`config.mk`:
```
export PLATFORM = sky130hd
export DESIGN_NAME = iterative_mdu
export DESIGN_NICKNAME = d
export VERILOG_FILES = /design/src/rtl/iterative_mdu.sv
export SDC_FILE = /design/constraint.sdc
export NUM_CORES = 1
export LEC_CHECK = 0
export CORE_MARGIN = 5
export CORE_UTILIZATION = 53
export CTS_BUF_LIST = sky130_fd_sc_hd__clkbuf_8
export DETAILED_ROUTE_END_ITERATION = 6
export PLACE_DENSITY_LB_ADDON = 0.25
export SLEW_MARGIN = 10
export SYNTH_ARGS = -nofsm -noshare
export SYNTH_HDL_FRONTEND = slang
export SYNTH_SLANG_ARGS = --single-unit
```
`constraint.sdc`:
```
create_clock -name clk -period 9.3 [get_ports clk]
set_clock_uncertainty 0.05 [all_clocks]
set_input_delay 1.86 -clock clk [delete_from_list [all_inputs] [get_ports clk]]
set_output_delay 1.86 -clock clk [all_outputs]
set_load 0.05 [all_outputs]
```
`src/rtl/iterative_mdu.sv`:
```
`timescale 1ns/1ps
// Iterative multiply/divide unit with HI/LO result registers.
// Radix-2 shift-add multiply and restoring divide, one step per clock,
// followed by a single FIX cycle that applies signs and writes HI/LO.
//
// state | meaning
// IDLE  | waiting for start; MTHI/MTLO write here in one edge
// MUL   | one shift-add step per cycle, WIDTH steps
// DIV   | one restoring subtract per cycle, WIDTH steps
// FIX   | sign correction, HI/LO write, done pulse
module iterative_mdu #(
   parameter int WIDTH = 32
) (
   input  logic             clk,
   input  logic             reset,
   input  logic             start,
   input  logic [2:0]       op,
   input  logic [WIDTH-1:0] a,
   input  logic [WIDTH-1:0] b,
   input  logic             cancel,
   output logic             busy,
   output logic             done,
   output logic [WIDTH-1:0] hi,
   output logic [WIDTH-1:0] lo
);

   localparam int CW = $clog2(WIDTH);

   typedef enum logic [1:0] {IDLE, MUL, DIV, FIX} state_t;

   state_t             state_q, state_d;
   logic [2*WIDTH-1:0] acc_q;
   logic [WIDTH-1:0]   opnd_q;
   logic [WIDTH-1:0]   a_raw_q;
   logic [CW-1:0]      cnt_q;
   logic               is_div_q;
   logic               neg_res_q;
   logic               neg_rem_q;
   logic               div_zero_q;

   logic               is_signed;
   logic               launch;
   logic               mt_write;
   logic [WIDTH-1:0]   a_mag;
   logic [WIDTH-1:0]   b_mag;
   logic [WIDTH:0]     mul_sum;
   logic [2*WIDTH-1:0] mul_next;
   logic [WIDTH:0]     div_shift;
   logic [WIDTH:0]     div_diff;
   logic               div_ge;
   logic [2*WIDTH-1:0] div_next;
   logic [2*WIDTH-1:0] prod_fix;
   logic [WIDTH-1:0]   quo_fix;
   logic [WIDTH-1:0]   rem_fix;

   assign busy = (state_q != IDLE);

   // Operand conditioning and single-step datapath arithmetic.
   always_comb begin
      is_signed = (op == 3'd0) || (op == 3'd2);
      launch    = (state_q == IDLE) && start && !cancel && !op[2];
      mt_write  = (state_q == IDLE) && start && !cancel && (op == 3'd4 || op == 3'd5);
      a_mag     = (is_signed && a[WIDTH-1]) ? -a : a;
      b_mag     = (is_signed && b[WIDTH-1]) ? -b : b;

      // Multiply: low half of acc holds the remaining multiplier bits.
      mul_sum   = {1'b0, acc_q[2*WIDTH-1:WIDTH]} + (acc_q[0] ? {1'b0, opnd_q} : '0);
      mul_next  = {mul_sum, acc_q[WIDTH-1:1]};

      // Divide: upper half is the partial remainder, lower half shifts
      // dividend bits out and quotient bits in.
      div_shift = {acc_q[2*WIDTH-1:WIDTH], acc_q[WIDTH-1]};
      div_ge    = (div_shift >= {1'b0, opnd_q});
      div_diff  = div_shift - {1'b0, opnd_q};
      div_next  = div_ge ? {div_diff[WIDTH-1:0], acc_q[WIDTH-2:0], 1'b1}
                         : {div_shift[WIDTH-1:0], acc_q[WIDTH-2:0], 1'b0};

      prod_fix  = neg_res_q ? -acc_q : acc_q;
      quo_fix   = neg_res_q ? -acc_q[WIDTH-1:0] : acc_q[WIDTH-1:0];
      rem_fix   = neg_rem_q ? -acc_q[2*WIDTH-1:WIDTH] : acc_q[2*WIDTH-1:WIDTH];
   end

   // Next-state logic; cancel returns to IDLE from any active state.
   always_comb begin
      state_d = state_q;
      case (state_q)
         IDLE: if (launch) state_d = op[1] ? DIV : MUL;
         MUL,
         DIV: begin
            if (cancel)            state_d = IDLE;
            else if (cnt_q == '0)  state_d = FIX;
         end
         FIX:     state_d = IDLE;
         default: state_d = IDLE;
      endcase
   end

   // State register.
   always_ff @(posedge clk or negedge reset) begin
      if (!reset) state_q <= IDLE;
      else        state_q <= state_d;
   end

   // Operand capture, iteration, and HI/LO write-back.
   always_ff @(posedge clk or negedge reset) begin
      if (!reset) begin
         acc_q      <= '0;
         opnd_q     <= '0;
         a_raw_q    <= '0;
         cnt_q      <= '0;
         is_div_q   <= 1'b0;
         neg_res_q  <= 1'b0;
         neg_rem_q  <= 1'b0;
         div_zero_q <= 1'b0;
         done       <= 1'b0;
         hi         <= '0;
         lo         <= '0;
      end else begin
         done <= 1'b0;
         case (state_q)
            IDLE: begin
               if (launch) begin
                  acc_q      <= {{WIDTH{1'b0}}, (op[1] ? a_mag : b_mag)};
                  opnd_q     <= op[1] ? b_mag : a_mag;
                  a_raw_q    <= a;
                  cnt_q      <= CW'(WIDTH - 1);
                  is_div_q   <= op[1];
                  neg_res_q  <= is_signed && (a[WIDTH-1] ^ b[WIDTH-1]);
                  neg_rem_q  <= is_signed && a[WIDTH-1];
                  div_zero_q <= (b == '0);
               end else if (mt_write) begin
                  if (op == 3'd4) hi <= a;
                  else            lo <= a;
               end
            end
            MUL: begin
               if (!cancel) begin
                  acc_q <= mul_next;
                  cnt_q <= cnt_q - 1'b1;
               end
            end
            DIV: begin
               if (!cancel) begin
                  acc_q <= div_next;
                  cnt_q <= cnt_q - 1'b1;
               end
            end
            FIX: begin
               if (!cancel) begin
                  done <= 1'b1;
                  if (!is_div_q) begin
                     {hi, lo} <= prod_fix;
                  end else if (div_zero_q) begin
                     hi <= a_raw_q;
                     lo <= '1;
                  end else begin
                     hi <= rem_fix;
                     lo <= quo_fix;
                  end
               end
            end
            default: ;
         endcase
      end
   end

endmodule

```
* Yosys cells after proc, flatten, opt, wreduce, memory -nomap -nowiden
Cells that the tools add are included.
** Word-level totals
- Flip-flop bits (word level) :: 204
- Output and inout bits :: 66
- Word-level logic and storage cells :: 101
** Operators by class
- Add/sub/neg operators :: 8
- Order comparisons :: 1
- Equality and inequality tests :: 16
- Muxes and demuxes :: 37
- Bitwise operators :: 1
- Reductions and logical operators :: 26
** Operators by type and width (number)
- 32-bit 2-to-1 mux :: 19
- 64-bit 2-to-1 mux :: 5
- 64-bit one-hot mux with 3 select lines :: 1
- 32-bit negator :: 4
- 32-bit one-hot mux with 2 select lines :: 2
- 64-bit negator :: 1
- 32-bit by 32-bit adder with 33-bit output :: 1
- 33-bit by 32-bit greater-or-equal comparator with 1-bit output :: 1
- 32-bit logical NOT :: 1
- 32-bit subtractor :: 1
- 2-bit inequality test (second input constant) :: 8
- 5-bit 2-to-1 mux :: 2
- 5-bit one-hot mux with 2 select lines :: 1
- 5-bit AND reduction :: 2
- 2-bit 2-to-1 mux :: 4
- 1-bit logical AND :: 7
- 3-bit equality test (second input constant) :: 2
- 2-bit one-hot mux with 3 select lines :: 1
- 2-bit nonzero test :: 3
- 5-bit logical NOT :: 1
- 5-bit by 1-bit subtractor with 5-bit output (second input constant) :: 1
- 2-bit equality test (second input constant) :: 2
- 2-bit AND reduction :: 2
- 4-bit AND reduction :: 1
- other kinds (13) :: 16

* Longest topological paths before layout
- Depth after elaboration :: 7
- Gate-level depth with buffers :: 16

* Worst setup path before layout
No wires, ideal clock.
- Path kind :: input-to-reg
- Start :: input port a[6]
- End :: register acc_q[21]
- Setup time :: 0.076 ns
- Data arrival time :: 4.378 ns
- Required time :: 9.174 ns
- Slack :: 4.796 ns
- Cell stages on the path :: 11
- Path buffers :: 2
- Cells stage by stage :: buf_6 or4_4 or4_4 or2_1 or3_1 buf_6 o41ai_4 xor2_1 a211oi_1 a21oi_2 o21ai_1
** On the way
- Word-level cells in the longest chain between the ends :: 5
** Ends and longest elaborated chain
- from (decl) :: RTL line 18 : input logic [WIDTH-1:0] a,
- 32-bit negator :: RTL line 63 : a_mag = (is_signed && a[WIDTH-1]) ? -a : a;
- 32-bit 2-to-1 mux :: RTL line 63
- 32-bit 2-to-1 mux :: RTL line 123 : acc_q <= {{WIDTH{1'b0}}, (op[1] ? a_mag : b_mag)};
- 64-bit 2-to-1 mux :: RTL line 122 : if (launch) begin
- 64-bit one-hot mux with 3 select lines :: RTL line 120 : case (state_q)
- to (signal assigned) :: RTL line 123
- to (signal assigned) :: RTL line 138 : acc_q <= mul_next;
- to (signal assigned) :: RTL line 144 : acc_q <= div_next;
- to (decl) :: RTL line 32 : logic [2*WIDTH-1:0] acc_q;
Every way passes these cells. The select of a mux whose other input is x is not followed.
A chain may end at the register's enable or synchronous reset.

* Worst setup path after layout
- Start :: input port cancel
- End :: register acc_q[62]
** On the way
- Word-level cells in the longest chain between the ends :: 5
- Elaborated cells between the ends (all ways) :: 7
- Classes of those cells :: 3 x eq/ne; 4 x reduce/logical
** Ends and longest elaborated chain
- from (decl) :: RTL line 20 : input logic cancel,
- 1-bit logical NOT
- 1-bit logical AND (2 in series) :: RTL line 61 : launch = (state_q == IDLE) && start && !cancel && !op[2];
- 2-bit inequality test (no source line)
- 4-bit AND reduction (no source line) (*)
Every way passes the cells marked *; elsewhere a longest branch is shown, timed or not.

==> impl_metrics.yaml <==
die:
  ios: 137
  initial_core_util_pct: 53.4
  std_cell_rows: 66
  fp.dieH_um: 191
  die_w_um: 191
  core_area_mm2: 0.0325
  dieArea_mm2: 0.0364
power:
  switching_power_w: 0.00440
  p_int_w: 0.00361
  power.density_mw_per_mm2: 410
  netSwitchingFraction_pct: 55.0
  total_power_w: 0.00801
  seqPwrFrac_pct: 22.7
  p_leak_nw: 8.53
  clkPwrFrac_pct: 10.9
  vdd_ir_drop_max_uv: 443
  combPwrFrac_pct: 66.4
synthesis:
  yosysWarnings: 0
  synthFlopType: "dfrtp_1"
  yosysUniqueCellTypes: 81
  netlist.area_leader.share_pct: 29.4
  yosysTopAreaCell: "dfrtp_1"
  yosysSeqAreaShare_pct: 29.4
  synth_nets: 2466
  async_flop_share_pct: 100
  syn_inst: 2319
  syn_area_mm2: 0.0173
  ys_seq_elements: 204
  synth_area_leaders: "dfrtp_1, nand2_1, o21ai_0"
  synth-edff-count: 0
  syn_avg_cell_area_um2: 7.48
sta:
  setup_ws_ns: 3.94
  final.setup.tns_ns: 0
  whs_ns: 0.413
  rsz0062_at_grt: "no"
  worst_pin_slew_ns: 1.08
  max_freq_ghz: 0.187
  period_share_pct: 57.6
  setup_viol: 0
  slew_headroom_pct: 27.9
  drv_slew: 0
  period_needed_ns: 5.36
  hold_viol: 0
worst_setup_path:
  crit_type: "in -> reg"
  path_common_cell: "nand2_1"
  path_buf_inv: 2
  cp_slowest_stage_delay_ns: 0.70
  r2r_setup_slack_ns: 4.56
  cp_top_family: "simple AND/OR/NAND/NOR gates"
  regToRegStartpoint: "acc_q[41]$_DFFE_PN0P_"
  startpoint_type: "input pin"
  endpoint_kind: "flip-flop"
  crit_fanout: 76
  reg2regPathDepth: 12
  r2r-end: "acc_q[50]$_DFFE_PN0P_"
  cp.arrival_ns: 5.81
  slowest_stage: "nor2_1"
  worstPathCellList: "clkdlybuf4s50_1, or3_2, buf_4, nand2_1, o311a_1, nand2_1, nor2_1, nand2_1, nor2_1, mux2i_1, nand3_1"
  cp_data_required_time_ns: 9.75
clocking:
  cts_buffers: 39
  cts.clk_slew.worst_paths_ns: 0.07
  clock_sinks: 204
  ctsHtreeMaxLevel: 2
  cts_buffer_depth: 3
  tritoncts: "built"
  post_cts_resized: 0
  clk_latency_ns: 0.57
  post_cts_buffers: 0
  clockRootBuffer: "clkbuf_8"
  hold_buffers: 0
cells_and_area:
  multi_input_area_mm2: 0.0113
  fillers: 3021
  drive_above_1_share_pct: 4.97
  area_delta_synth_final_pct: 12.6
  design_area_mm2: 0.0195
  nets: 2495
  antenna_cells: 0
  regArea_mm2: 0.00510
worst_hold_path:
  hp-class: "reg -> reg"
  hold_start: "hi[29]$_DFFE_PN0P_"
  hold-path-cell-count: 2
  hold_end: "hi[29]$_DFFE_PN0P_"
route:
  wl_um: 65400
  wl_per_cell_um: 23.2
  via_per_inst: 6.43
  remaining_drc_errors: 0
  dr.pass1.iters: 6
  ant_nets: 0
  via_count: 18100
  drt_iter0_drc: 1944
placed_design:
  placed_area_mm2: 0.0188
  place_ws_ns: 3.51
  port_buffers: 136
  dp_hpwl_um: 47700
  place_congestion: 0.962
grt:
  gr-total-overflow: 0
  grt_pass1_wl_um: 99600
  antenna_found_initial: 0
  track_usage_pct: 35.0
  grt_pass1_vias: 16900
  grt_max_degree: 105
flow_run:
  cap_violations: 0
outcome:
  status: "finished, final reports clean"
## cells in the mapped netlist (8+ instances only)
library cell / instances
a211o_1: 8
a211oi_1: 21
a21boi_0: 8
a21o_1: 31
a21oi_1: 161
a22oi_1: 48
a31oi_1: 19
and2_1: 14
and3_1: 19
buf_1: 15
clkbuf_1: 148
dfrtp_1: 204
ha_1: 74
inv_1: 75
mux2_2: 11
mux2i_1: 23
nand2_1: 389
nand2b_1: 27
nand3_1: 42
nand4_1: 8
nor2_1: 180
nor2b_1: 9
nor3_1: 28
nor4_1: 22
o211ai_1: 27
o21a_1: 17
o21ai_0: 286
o22ai_1: 41
o31ai_1: 25
o41ai_1: 16
or3_1: 13
or4_1: 19
xnor2_1: 105
xor2_1: 63
## area by class of cell
type                    count  area share [%]
repair buffers            162            7.96
clock inverters            20           0.596
inverters                  77            1.48
flip-flops and latches    204            26.1
multi-input cells        1864            57.8
well taps                 442            2.83
clock buffers              45            3.17
## sequential cells by signal, summed over array words and instances (netlist names)
| signal | flops |
|---|---|
| hi | 32 |
| neg_rem_q | 1 |
| opnd_q | 32 |
| acc_q | 64 |
| a_raw_q | 32 |
| neg_res_q | 1 |
| cnt_q | 5 |
| state_q | 2 |
| is_div_q | 1 |
| div_zero_q | 1 |
| lo | 32 |
| done | 1 |
## kinds of logic after synthesis
kind of cell               Yosys count  share of synthesized area (%)
adders and majority gates           76                           5.57
buffers and inverters              251                           5.63
xor gates and xnor gates           168                           8.48
AOI/OAI and AO/OA                  789                           28.2
DFF                                204                           29.4
muxes                               34                           2.04
and+or+nand+nor                    797                           20.6
## routing by layer
layer	GRT usage, %	share of wire [%]	up-vias
met2	53.9	44	911
met4	15.4	5.1	0
met3	5.53	8.8	175
met1	48.9	42	8659
met5	0	0	-
li1	-	-	8340
## power by group through the flow
stage          Combinational, W  Clock [W]  Sequential (W)
6_report                0.00532   0.000876         0.00182
5_1_grt                 0.00580   0.000925         0.00186
4_1_cts                 0.00523   0.000882         0.00179
3_5_place_dp            0.00520          0         0.00181
3_3_place_gp            0.00514          0         0.00179
2_1_floorplan           0.00346          0         0.00200
## worst reg2reg max path, delay by kind of cell (launching register included)
family                     cells  cell delay, ns
muxes                          1            0.40
and+or+nand+nor                1            0.07
AOI/OAI and AO/OA              8            2.53
DFF                            1            0.68
adders and majority gates      1            0.42
buffers and inverters          1            0.48
## how the worst max path moves through the flow
stage          cells after the start                    end  slack (ns)    from
5_1_grt                           11  acc_q[62]$_DFFE_PN0P_        3.63  cancel
6_report                          11  acc_q[62]$_DFFE_PN0P_        3.94  cancel
3_3_place_gp                      11  acc_q[62]$_DFFE_PN0P_        3.53  cancel
4_1_cts                           11  acc_q[62]$_DFFE_PN0P_        4.09  cancel
3_5_place_dp                      11  acc_q[62]$_DFFE_PN0P_        3.51  cancel
2_1_floorplan                     11  acc_q[21]$_DFFE_PN0P_        4.80    a[6]
## placed cells by master (no fill, tap or decap), types with 12 or more instances in the layout
| master | n |
|---|---|
| or4_1 | 19 |
| o211ai_1 | 27 |
| a211oi_1 | 21 |
| a22oi_1 | 48 |
| clkdlybuf4s50_1 | 134 |
| o22ai_1 | 41 |
| a21o_1 | 31 |
| mux2i_1 | 23 |
| a31oi_1 | 19 |
| o31ai_1 | 25 |
| nor4_1 | 22 |
| ha_1 | 70 |
| clkbuf_8 | 46 |
| dfrtp_1 | 204 |
| nand3_1 | 42 |
| xnor2_1 | 105 |
| o21a_1 | 17 |
| inv_1 | 88 |
| nor2_1 | 180 |
| o21ai_0 | 286 |
| nor3_1 | 27 |
| xor2_1 | 63 |
| and2_1 | 14 |
| and3_1 | 19 |
| a21oi_1 | 161 |
| nand2_1 | 388 |
| nand2b_1 | 27 |
| o41ai_1 | 16 |
| buf_4 | 26 |
| or3_1 | 12 |
## metrics by stage
stage          util (%)  cells
2_1_floorplan         -   2319
4_1_cts            60.2   2814
6_report           60.2   2814
3_3_place_gp       57.9   2749
3_5_place_dp       57.9   2749
5_1_grt            60.2   2814
(Power assumes the default switching activity.)
==> edit, RTL diff (same settings) <==
Re-encode `state_t` (4 states) as one-hot, 4 bits wide.
--- a/src/rtl/iterative_mdu.sv
+++ b/src/rtl/iterative_mdu.sv
@@ -26,7 +26,7 @@
 
    localparam int CW = $clog2(WIDTH);
 
-   typedef enum logic [1:0] {IDLE, MUL, DIV, FIX} state_t;
+   typedef enum logic [3:0] {IDLE = 4'b0001, MUL = 4'b0010, DIV = 4'b0100, FIX = 4'b1000} state_t;
 
    state_t             state_q, state_d;
    logic [2*WIDTH-1:0] acc_q;
Formal check against the unedited RTL: same outputs for any inputs over 4 cycles, from zero or initial values and one cycle with reset low; so few cycles prove little.
==> edit against the unedited design <==
The flow now finishes with violations (design-rule violations); sequential cell count rose by 2; die area fell by 1.9%; utilization increased by 0.68 points; first-iteration DRC count up 2.2%; final cell count is 4.3% lower; synthesized area is 2.0% lower; sequential share of layout area increased by 0.64 points; register-to-register slack improved by 0.04 ns; routed wire length is 2.8% lower; setup slack better by 0.44 ns; cell area shrank 1.4%.
Power is not compared: it rests on default switching activity, and its combinational part moved more than twofold at a synthesized area within 25%.
==> edit: results (changes against the unedited design) <==
pwr:
  power_leakage_nw: 8.06
routing:
  drt_iter0_markers: 1986  # +2.2%
  routed-via-count: 17700  # -2.3%
  drt_wl_total_um: 63600  # -2.8%
  drc: 4  # +4
  firstDrtPassIters: 7  # +1
final_layout:
  nNetsFinal: 2407  # -3.5%
  antenna_cells: 0  # unchanged
  final_cell_count_no_fill: 2692  # -4.3%
  drive_above_1_share_pct: 5.41  # +0.44 points
status:
  violations: "design-rule violations"
  outcome: "complete, but fails checks"
logic_synthesis:
  synth_cell_types: 83  # +2.5%
  synth.area.top_cells: "dfrtp_1 30%, nand2_1 7.5%, xnor2_1 5.7%"
  synthTopCellsByCount: "339 x nand2_1, 210 x nor2_1, 205 x dfrtp_1"
  synth_ff_type: "dfrtp_1"
  avgSynthCellArea_um2: 7.66  # +2.4%
  ys_seq_area_share_pct: 30.3  # +0.91 points
placement:
  dp_hpwl_um: 46900  # -1.6%
  io_buffer_count: 136  # unchanged
  post-place-ws_ns: 3.93  # +0.419 ns
  postPlaceCellArea_um2: 18500  # -1.9%
  numPlacedInstances: 2624  # -4.5%
grt:
  grt_pass1_vias: 16800  # -0.73%
  grt_max_degree: 101  # -3.8%
  grt_pass1_wl_um: 97800  # -1.8%
  grt_use_total_pct: 34.5  # -0.48 points
  antenna_found_initial: 3  # +3
  met3_usage_pct: 9.40  # +3.9 points
  grtUsageMet2_pct: 52.7  # -1.2 points
  met1_usage_pct: 45.3  # -3.6 points
critical_path:
  path_delay_family: "simple AND/OR/NAND/NOR gates"
  cp.arrival_ns: 5.28  # -0.53 ns
  critical_path.max_fanout: 6  # -92%
  slowest_delay_ns: 0.68  # -0.02 ns
  cp_slowest_cell: "nor4_1"
cts:
  cts-resized-gates: 0  # unchanged
  clockBufferDepth: 3  # unchanged
  path_clk_slew_ns: 0.06
  cts_made_buffers: 40  # +2.6%
timing:
  tightest_slew_ns: 1.19  # +0.108 ns
edit: tightest hold or removal path: cells and delay by family (launching register included):
| family | cells | cell delay [ns] |
|---|---|---|
| flops | 1 | 0.34 |
| simple gates | 2 | 0.11 |
edit: report_power, final:
group	switching (mW)	internal, mW
Clock	0.425	0.530
Sequential	0.254	1.09
Combinational	1.34	0.813
edit: area by class of cell:
type	instances	area, um^2
well taps	402	503
clock buffers	49	674
clock inverters	19	138
multi-input cells	1785	11000
flip-flops and latches	206	5160
inverters	73	274
fillers	2818	12400
repair buffers	158	1530
edit: cells by family after synthesis:
kind of cell | after synthesis | synth area share (%)
mux | 39 | 2.38
simple gates | 771 | 20.7
fa+ha+maj | 72 | 5.39
flops | 206 | 30.3
xor+xnor | 162 | 8.35
compound gates | 741 | 27.7
buf+inv | 228 | 5.16
edit: path summary, 6_finish.rpt:
kind                            cells after the start   startpoint  slack [ns]           to
worst max-delay path                               12         b[0]        4.38   opnd_q[30]
worst min-delay path                                2  a_raw_q[17]        0.42  a_raw_q[17]
worst max register to register                     13     acc_q[0]        4.60    acc_q[61]
worst min register to register                      2  a_raw_q[17]        0.42  a_raw_q[17]
max in group asynchronous                           2        reset        6.57       hi[13]
min in group asynchronous                           1        reset        1.27   opnd_q[12]
edit: layer usage:
layer / vias up / part of all wire (%) / wire length [um]
li1: 8122 / - / -
met1: 8361 / 40 / 25400
met2: 998 / 44 / 27800
met3: 191 / 10 / 6650
met4: 6 / 5.8 / 3710
met5: - / 0.085 / 54
edit: through the flow:
| step | hold WS [ns] | util (%) |
|---|---|---|
| 2_1_floorplan | 0.390 | - |
| 3_3_place_gp | 0.407 | 58.3 |
| 3_5_place_dp | 0.409 | 58.3 |
| 4_1_cts | 0.423 | 60.9 |
| 5_1_grt | 0.445 | 60.9 |
| 6_report | 0.423 | 60.9 |
